===== config.mk =====
export PLATFORM = sky130hd
export DESIGN_NAME = mfcc_mel_filter_acc
export DESIGN_NICKNAME = d
export VERILOG_FILES = /design/src/rtl/mfcc_mel_filter_acc.sv
export SDC_FILE = /design/constraint.sdc
export NUM_CORES = 1
export LEC_CHECK = 0
export ABC_AREA = 1
export ABC_CLOCK_PERIOD_IN_PS = 10100
export CORE_MARGIN = 1
export CORE_UTILIZATION = 46
export CTS_CLUSTER_DIAMETER = 100
export DETAILED_ROUTE_END_ITERATION = 12
export PLACE_DENSITY_LB_ADDON = 0.08
export SLEW_MARGIN = 30
export SYNTH_ARGS = -nofsm -noshare
export SYNTH_HDL_FRONTEND = slang
export SYNTH_SLANG_ARGS = --single-unit

===== constraint.sdc =====
create_clock -name clk -period 10.1 [get_ports clk]
set_input_delay 2.02 -clock clk [delete_from_list [all_inputs] [get_ports clk]]
set_output_delay 2.02 -clock clk [all_outputs]
set_load 0.02 [all_outputs]

===== src/rtl/mfcc_mel_filter_acc.sv =====
// Mel-filter energy accumulator: weights each streamed power bin by its mel-bank ROM coefficient and sums over a frame.
// Optional saturating accumulation is enabled by defining MEL_ACC_SAT_EN; otherwise the accumulator wraps.
module mfcc_mel_filter_acc #(
    parameter int ADDR_WIDTH = 9,
    parameter int COEF_WIDTH = 8,
    parameter int PWR_WIDTH  = 32,
    parameter int ACC_WIDTH  = 48
) (
    input  logic                  clk,
    input  logic                  rst,
    input  logic                  s_valid,
    output logic                  s_ready,
    input  logic [PWR_WIDTH-1:0]  s_data,
    input  logic                  s_last,
    output logic [ADDR_WIDTH-1:0] rom_addr,
    input  logic [COEF_WIDTH-1:0] rom_data,
    output logic                  m_valid,
    input  logic                  m_ready,
    output logic [ACC_WIDTH-1:0]  m_data,
    output logic                  m_sat
);

    localparam int PROD_WIDTH = PWR_WIDTH + COEF_WIDTH;

    typedef enum logic [1:0] {
        ST_ACC   = 2'd0,
        ST_DRAIN = 2'd1,
        ST_OUT   = 2'd2
    } state_t;

    state_t                  state;
    logic [ADDR_WIDTH-1:0]   bin_cnt;
    logic [PROD_WIDTH-1:0]   prod;
    logic                    pv;
    logic [ACC_WIDTH-1:0]    acc;
    logic                    sat;
    logic                    ready_q;
    logic                    valid_q;

    logic                    accept;
    logic                    frame_close;
    logic [ACC_WIDTH-1:0]    acc_next;
    logic                    sat_next;

    assign accept      = s_valid & ready_q;
    assign frame_close = accept & (s_last | (bin_cnt == {ADDR_WIDTH{1'b1}}));

`ifdef MEL_ACC_SAT_EN
    logic [ACC_WIDTH:0] sum_wide;

    // Saturating add: once the frame overflows, the accumulator stays pinned at all-ones.
    always_comb begin
        sum_wide = {1'b0, acc} + {{(ACC_WIDTH + 1 - PROD_WIDTH){1'b0}}, prod};
        if (sat || sum_wide[ACC_WIDTH]) begin
            acc_next = {ACC_WIDTH{1'b1}};
            sat_next = 1'b1;
        end else begin
            acc_next = sum_wide[ACC_WIDTH-1:0];
            sat_next = sat;
        end
    end
`else
    // Wrapping add modulo 2^ACC_WIDTH.
    always_comb begin
        acc_next = acc + {{(ACC_WIDTH - PROD_WIDTH){1'b0}}, prod};
        sat_next = 1'b0;
    end
`endif

    // Multiply stage, accumulate stage and frame-control FSM.
    always_ff @(posedge clk) begin
        if (rst) begin
            state   <= ST_ACC;
            bin_cnt <= {ADDR_WIDTH{1'b0}};
            prod    <= {PROD_WIDTH{1'b0}};
            pv      <= 1'b0;
            acc     <= {ACC_WIDTH{1'b0}};
            sat     <= 1'b0;
            ready_q <= 1'b0;
            valid_q <= 1'b0;
        end else begin
            pv <= accept;
            if (accept) begin
                prod <= PROD_WIDTH'(s_data) * PROD_WIDTH'(rom_data);
            end
            if (pv) begin
                acc <= acc_next;
                sat <= sat_next;
            end
            case (state)
                ST_ACC: begin
                    // First cycle out of reset raises s_ready; bins arrive from then on.
                    ready_q <= ~frame_close;
                    if (accept) begin
                        bin_cnt <= frame_close ? {ADDR_WIDTH{1'b0}} : bin_cnt + ADDR_WIDTH'(1);
                    end
                    if (frame_close) begin
                        state <= ST_DRAIN;
                    end
                end
                ST_DRAIN: begin
                    state <= ST_OUT;
                end
                ST_OUT: begin
                    if (!valid_q) begin
                        valid_q <= 1'b1;
                    end else if (m_ready) begin
                        valid_q <= 1'b0;
                        acc     <= {ACC_WIDTH{1'b0}};
                        sat     <= 1'b0;
                        ready_q <= 1'b1;
                        state   <= ST_ACC;
                    end
                end
                default: begin
                    state   <= ST_ACC;
                    ready_q <= 1'b0;
                    valid_q <= 1'b0;
                end
            endcase
        end
    end

    assign s_ready  = ready_q;
    assign rom_addr = bin_cnt;
    assign m_valid  = valid_q;
    assign m_data   = acc;
    assign m_sat    = sat;

endmodule


Yosys cells after proc, flatten, opt, wreduce, memory -nomap -nowiden
Cells that the tools add are included.
- input bits: 45
- output and inout port bits: 60
- register bits after elaboration: 103
- reductions and logical operators: 5
- add/subtract/negate cells: 2
- bitwise operators: 5
- multiplexer cells: 19
- multipliers: 1
- equality and inequality tests: 6
- operators with widths (cell ; count):
    48-bit two-way mux ; 4
    48-bit by 40-bit adder with 48-bit output ; 1
    32-bit by 8-bit multiplier with 40-bit output ; 1
    9-bit by 1-bit adder with 9-bit output, second input constant ; 1
    9-bit == test, second input constant ; 1
    9-bit two-way mux ; 1
    1-bit two-way mux ; 8
    2-bit two-way mux ; 3
    2-bit != test, second input constant ; 3
    2-bit one-hot mux with 3 select lines ; 1
    3-bit AND reduction ; 2
    1-bit one-hot mux with 3 select lines ; 1
    1-bit bitwise AND ; 2
    2-bit by 1-bit == test with 1-bit output, second input constant ; 1
    2-bit == test, second input constant ; 1
    2-bit logical NOT ; 1
    1-bit inverter ; 2
    1-bit one-hot mux with 2 select lines ; 1
    2-bit AND reduction ; 1
    2-bit OR reduction ; 1
    1-bit bitwise OR ; 1

Longest topological paths before layout
- depth after elaboration: 5
- gate-level depth with buffers: 26
- gate-level depth less buffers: 25

Worst setup path before layout
OpenSTA, ideal clock, no wires.
- path type: in2reg
- from: in rom_data[5]
- to: reg prod[34]
- slack: 4.237 ns
- library setup time: 0.109 ns
- arrival: 5.754 ns
- cell stages on the path: 21
- path buffers: 1
- cell sequence: clkbuf_1 nand2_1 fa_1 fa_1 inv_1 fa_1 inv_1 fa_1 inv_1 ha_1 nand2_1 nor2_1 nand2_1 nand3_1 nand2_1 nand2_1 nand2_1 nand3_1 nand3_1 nand2_1 inv_1
- word-level cells in the longest chain between the ends: 1
- RTL lines (what ; RTL line ; RTL):
    start, declared ; 16 ; input logic [COEF_WIDTH-1:0] rom_data,
    32-bit by 8-bit multiplier with 40-bit output ; 84 ; prod <= PROD_WIDTH'(s_data) * PROD_WIDTH'(rom_data);
    end signal, assigned ; 75 ; prod <= {PROD_WIDTH{1'b0}};
    end signal, assigned ; 84 ;
    end, declared ; 33 ; logic [PROD_WIDTH-1:0] prod;
Every way passes these cells.
A chain may end at the register's enable or synchronous reset.

Final worst setup path
- from: in rom_data[5]
- to: reg prod[25]
Same word-level chain as after synthesis.

==> flow_summary.json <==
{
  "status": "finished, final reports clean",
  "cts_tree": "built",
  "cts_root_buffer": "clkbuf_16",
  "maxCapViolCount": 0,
  "antenna_cells": 0,
  "cp.required_ns": 10.37,
  "die_area_sq_mm": 0.03765,
  "initial_core_util_pct": 47.23,
  "path_max_fanout": 32,
  "cp_slowest_cell": "fa_1",
  "synth_top_area_cell": "fa_1",
  "grt.total_usage_pct": 26.25,
  "core_sq_mm": 0.03591,
  "cts_buffer_depth": 2,
  "via_per_inst": 4.823,
  "period_share_pct": 64.07,
  "seqCellArea_sq_mm": 0.002063,
  "ys_types": 43,
  "netlist.area_leader.share_pct": 21.36,
  "post_cts_buffers": 0,
  "hold_violations": 0,
  "die_x_um": 194.0,
  "grt_overflow": 0,
  "dp.cells": 3286,
  "globalplace.congestion": 0.9878,
  "ios": 105,
  "final_cells": 3300,
  "cts_buffers": 9,
  "htree_levels": 3,
  "antenna_left": 0,
  "layout-drive-gt1-share_pct": 3.980,
  "insertion_delay_ns": 0.37,
  "rows": 69,
  "drc_errors": 0,
  "fp.dieH_um": 194.0,
  "post_cts_resized": 0,
  "max-slew-margin-rel_pct": 47.81,
  "firstDrtPassIters": 5,
  "p_per_area_mw_per_mm2": 180.9,
  "rsz0062_at_grt": "false",
  "fillers": 3783,
  "p_sw_w": 0.001850,
  "grt_pass1_wl_mm": 79.49,
  "cpMostUsedCell": "nand2_1",
  "vias": 15920,
  "cts_sinks": 103,
  "cts_hold_buf": 0,
  "startpoint_type": "input port",
  "ys_warn_count": 0,
  "fin_skew_ns": 0.01344,
  "port_buffers": 104,
  "antenna_found_initial": 0,
  "async_flop_share_pct": 0,
  "netlist_instances": 2788,
  "grt_max_degree": 51,
  "cp_data_arrival_time_ns": 6.74,
  "worst_slew_pin_slew_ns": 0.7829,
  "synth_edf_count": 0,
  "synthTopCellsByArea": "fa_1 21%, nand2_1 20%, inv_1 16%, dfxtp_1 12%, ha_1 7.5%",
  "routed_wl_mm": 48.14,
  "setup_tns_ns": 0,
  "min_path_cells": 2,
  "synth_commonest_cells": "919 x nand2_1, 743 x inv_1, 212 x nor2_1, 181 x fa_1, 121 x nand3_1",
  "clk_pin_slew_ns": 0.07,
  "share_clk_of_total_power_pct": 10.4,
  "dr.first_iter.drc_count": 823,
  "synth_flop_cell": "dfxtp_1",
  "multi_input_area_sq_mm": 0.01173,
  "synth-seq-area-share_pct": 12.16,
  "switching_share_pct": 54.93,
  "cp-end-kind": "register",
  "fin_nets": 3164,
  "slew_viol_final": 0,
  "slowest_delay_ns": 0.54,
  "power.leakage_nw": 11.54,
  "worstSetupPathType": "in -> reg",
  "syn-cell-area_sq_mm": 0.01696,
  "peakVddDrop_uv": 89.20,
  "sequentialPowerShare_pct": 14.5,
  "holdWs_ns": 0.4413,
  "synth.avg_cell_area_sq_um": 6.085,
  "yosysMostFrequentCell": "nand2_1",
  "power_frac_comb_pct": 75.1,
  "fmax_mhz": 154.5,
  "path_cells": "clkdlybuf4s50_1 > buf_4 > nand2_1 > fa_1 > fa_1 > inv_1 > fa_1 > inv_1 > fa_1 > inv_1 > ha_1 > nand2_1 > inv_1 > nand2_1 > nand2_1 > nand2_1 > nand2_1 > nand3_1 > nand3_1 > nand3_1 > nand2_1 > inv_1",
  "synth_seq_cells": 103,
  "dpl.hpwl_mm": 40.41,
  "r2r_slack_ns": 7.54,
  "area_growth_pct": 9.773,
  "grt_pass1_vias": 15740,
  "rr_worst_depth": 14,
  "avgRoutedWirePerCell_um": 14.59,
  "setup_viol": 0,
  "syn-num-nets": 3116,
  "layout_min_cycle_time_ns": 6.471,
  "holdCritPathClass": "reg -> reg",
  "cell_internal_pwr_w": 0.001518
}
[sequential cells by signal, indices dropped and copies added (netlist names)]
register,cells
m_data,48
m_sat,1
m_valid,1
prod,40
pv,1
rom_addr,9
s_ready,1
state,2
[power by group through the flow]
stage	Sequential (W)	Combinational (W)	Clock, W
2_1_floorplan	0.000490	0.00185	0
3_3_place_gp	0.000498	0.00250	0
3_5_place_dp	0.000499	0.00252	0
4_1_cts	0.000490	0.00253	0.000359
5_1_grt	0.000495	0.00289	0.000374
6_report	0.000490	0.00253	0.000349
[worst max-delay path: cells and delay by family]
family / cells / cell delay (ns)
adder cells (fa/ha/maj): 5 / 2.45
buffers and inverters: 7 / 1.07
AND/OR/NAND/NOR: 10 / 1.15
[layer usage]
metal / routed length (um) / global-route usage (%) / vias to the layer above
met5: 0 / 0 / -
met4: 1330 / 8.436 / 0
met3: 1499 / 1.479 / 65
met2: 23600 / 47.08 / 325
met1: 21710 / 33.64 / 7354
li1: - / - / 8173
[cell usage in the layout, fill, tap and decap left out, types with 3 or more instances in the layout]
cell / netlist / final
nor3_2: 5 / 5
and2_1: 3 / 3
nand2_2: 31 / 31
xnor2_1: 6 / 6
nand2_1: 919 / 919
nor2_2: 24 / 24
o21ai_0: 58 / 58
clkbuf_16: 0 / 9
clkdlybuf4s50_1: 0 / 104
o21bai_1: 4 / 4
nor2_1: 212 / 212
nand3_2: 9 / 9
ha_1: 102 / 102
nand3_1: 121 / 121
a21o_1: 7 / 7
buf_4: 1 / 14
a21oi_1: 78 / 78
xor2_1: 21 / 21
inv_1: 743 / 743
fa_1: 181 / 181
nand4_1: 19 / 19
dfxtp_1: 103 / 102
o211ai_1: 9 / 9
nand2_4: 3 / 3
inv_2: 8 / 8
nor3_1: 16 / 16
[final timing paths]
check	end	startpoint
worst min register to register	m_sat	m_sat
worst max-delay path	prod[25]	rom_data[5]
worst min-delay path	m_sat	m_sat
worst max register to register	m_data[32]	m_data[0]
[stage by stage]
step                utilization (%)  setup slack [ns]  total power, W  area, sq um
global placement              51.08             3.308        0.002995        18350
finish                        51.85             3.629        0.003368        18620
CTS                           51.85             3.611        0.003376        18620
floorplan                         -             4.237        0.002336        16960
global route                  51.85             3.224        0.003757        18620
detailed placement            51.08             3.226        0.003015        18350
[area by class of cell]
cell class / instances / area share [%]
Clock buffer: 11 / 1.250
Tap cell: 461 / 3.097
Inverter: 753 / 15.18
Timing Repair Buffer: 118 / 6.155
Clock inverter: 3 / 0.2352
Sequential cell: 103 / 11.08
Multi-Input combinational cell: 1851 / 63.00
[logic make-up (layout without fill, tap and decap cells)]
kind of cell,after synthesis,in the layout,share of synthesized area (%)
AND/OR/NAND/NOR,1371,1371,33.34
buffers and inverters,834,885,18.68
adder cells (fa/ha/maj),283,283,28.88
AO/OA/AOI/OAI,170,170,5.547
flip-flops,103,103,12.16
XOR/XNOR,27,27,1.394
No activity file was read; power rests on OpenSTA's default activity.
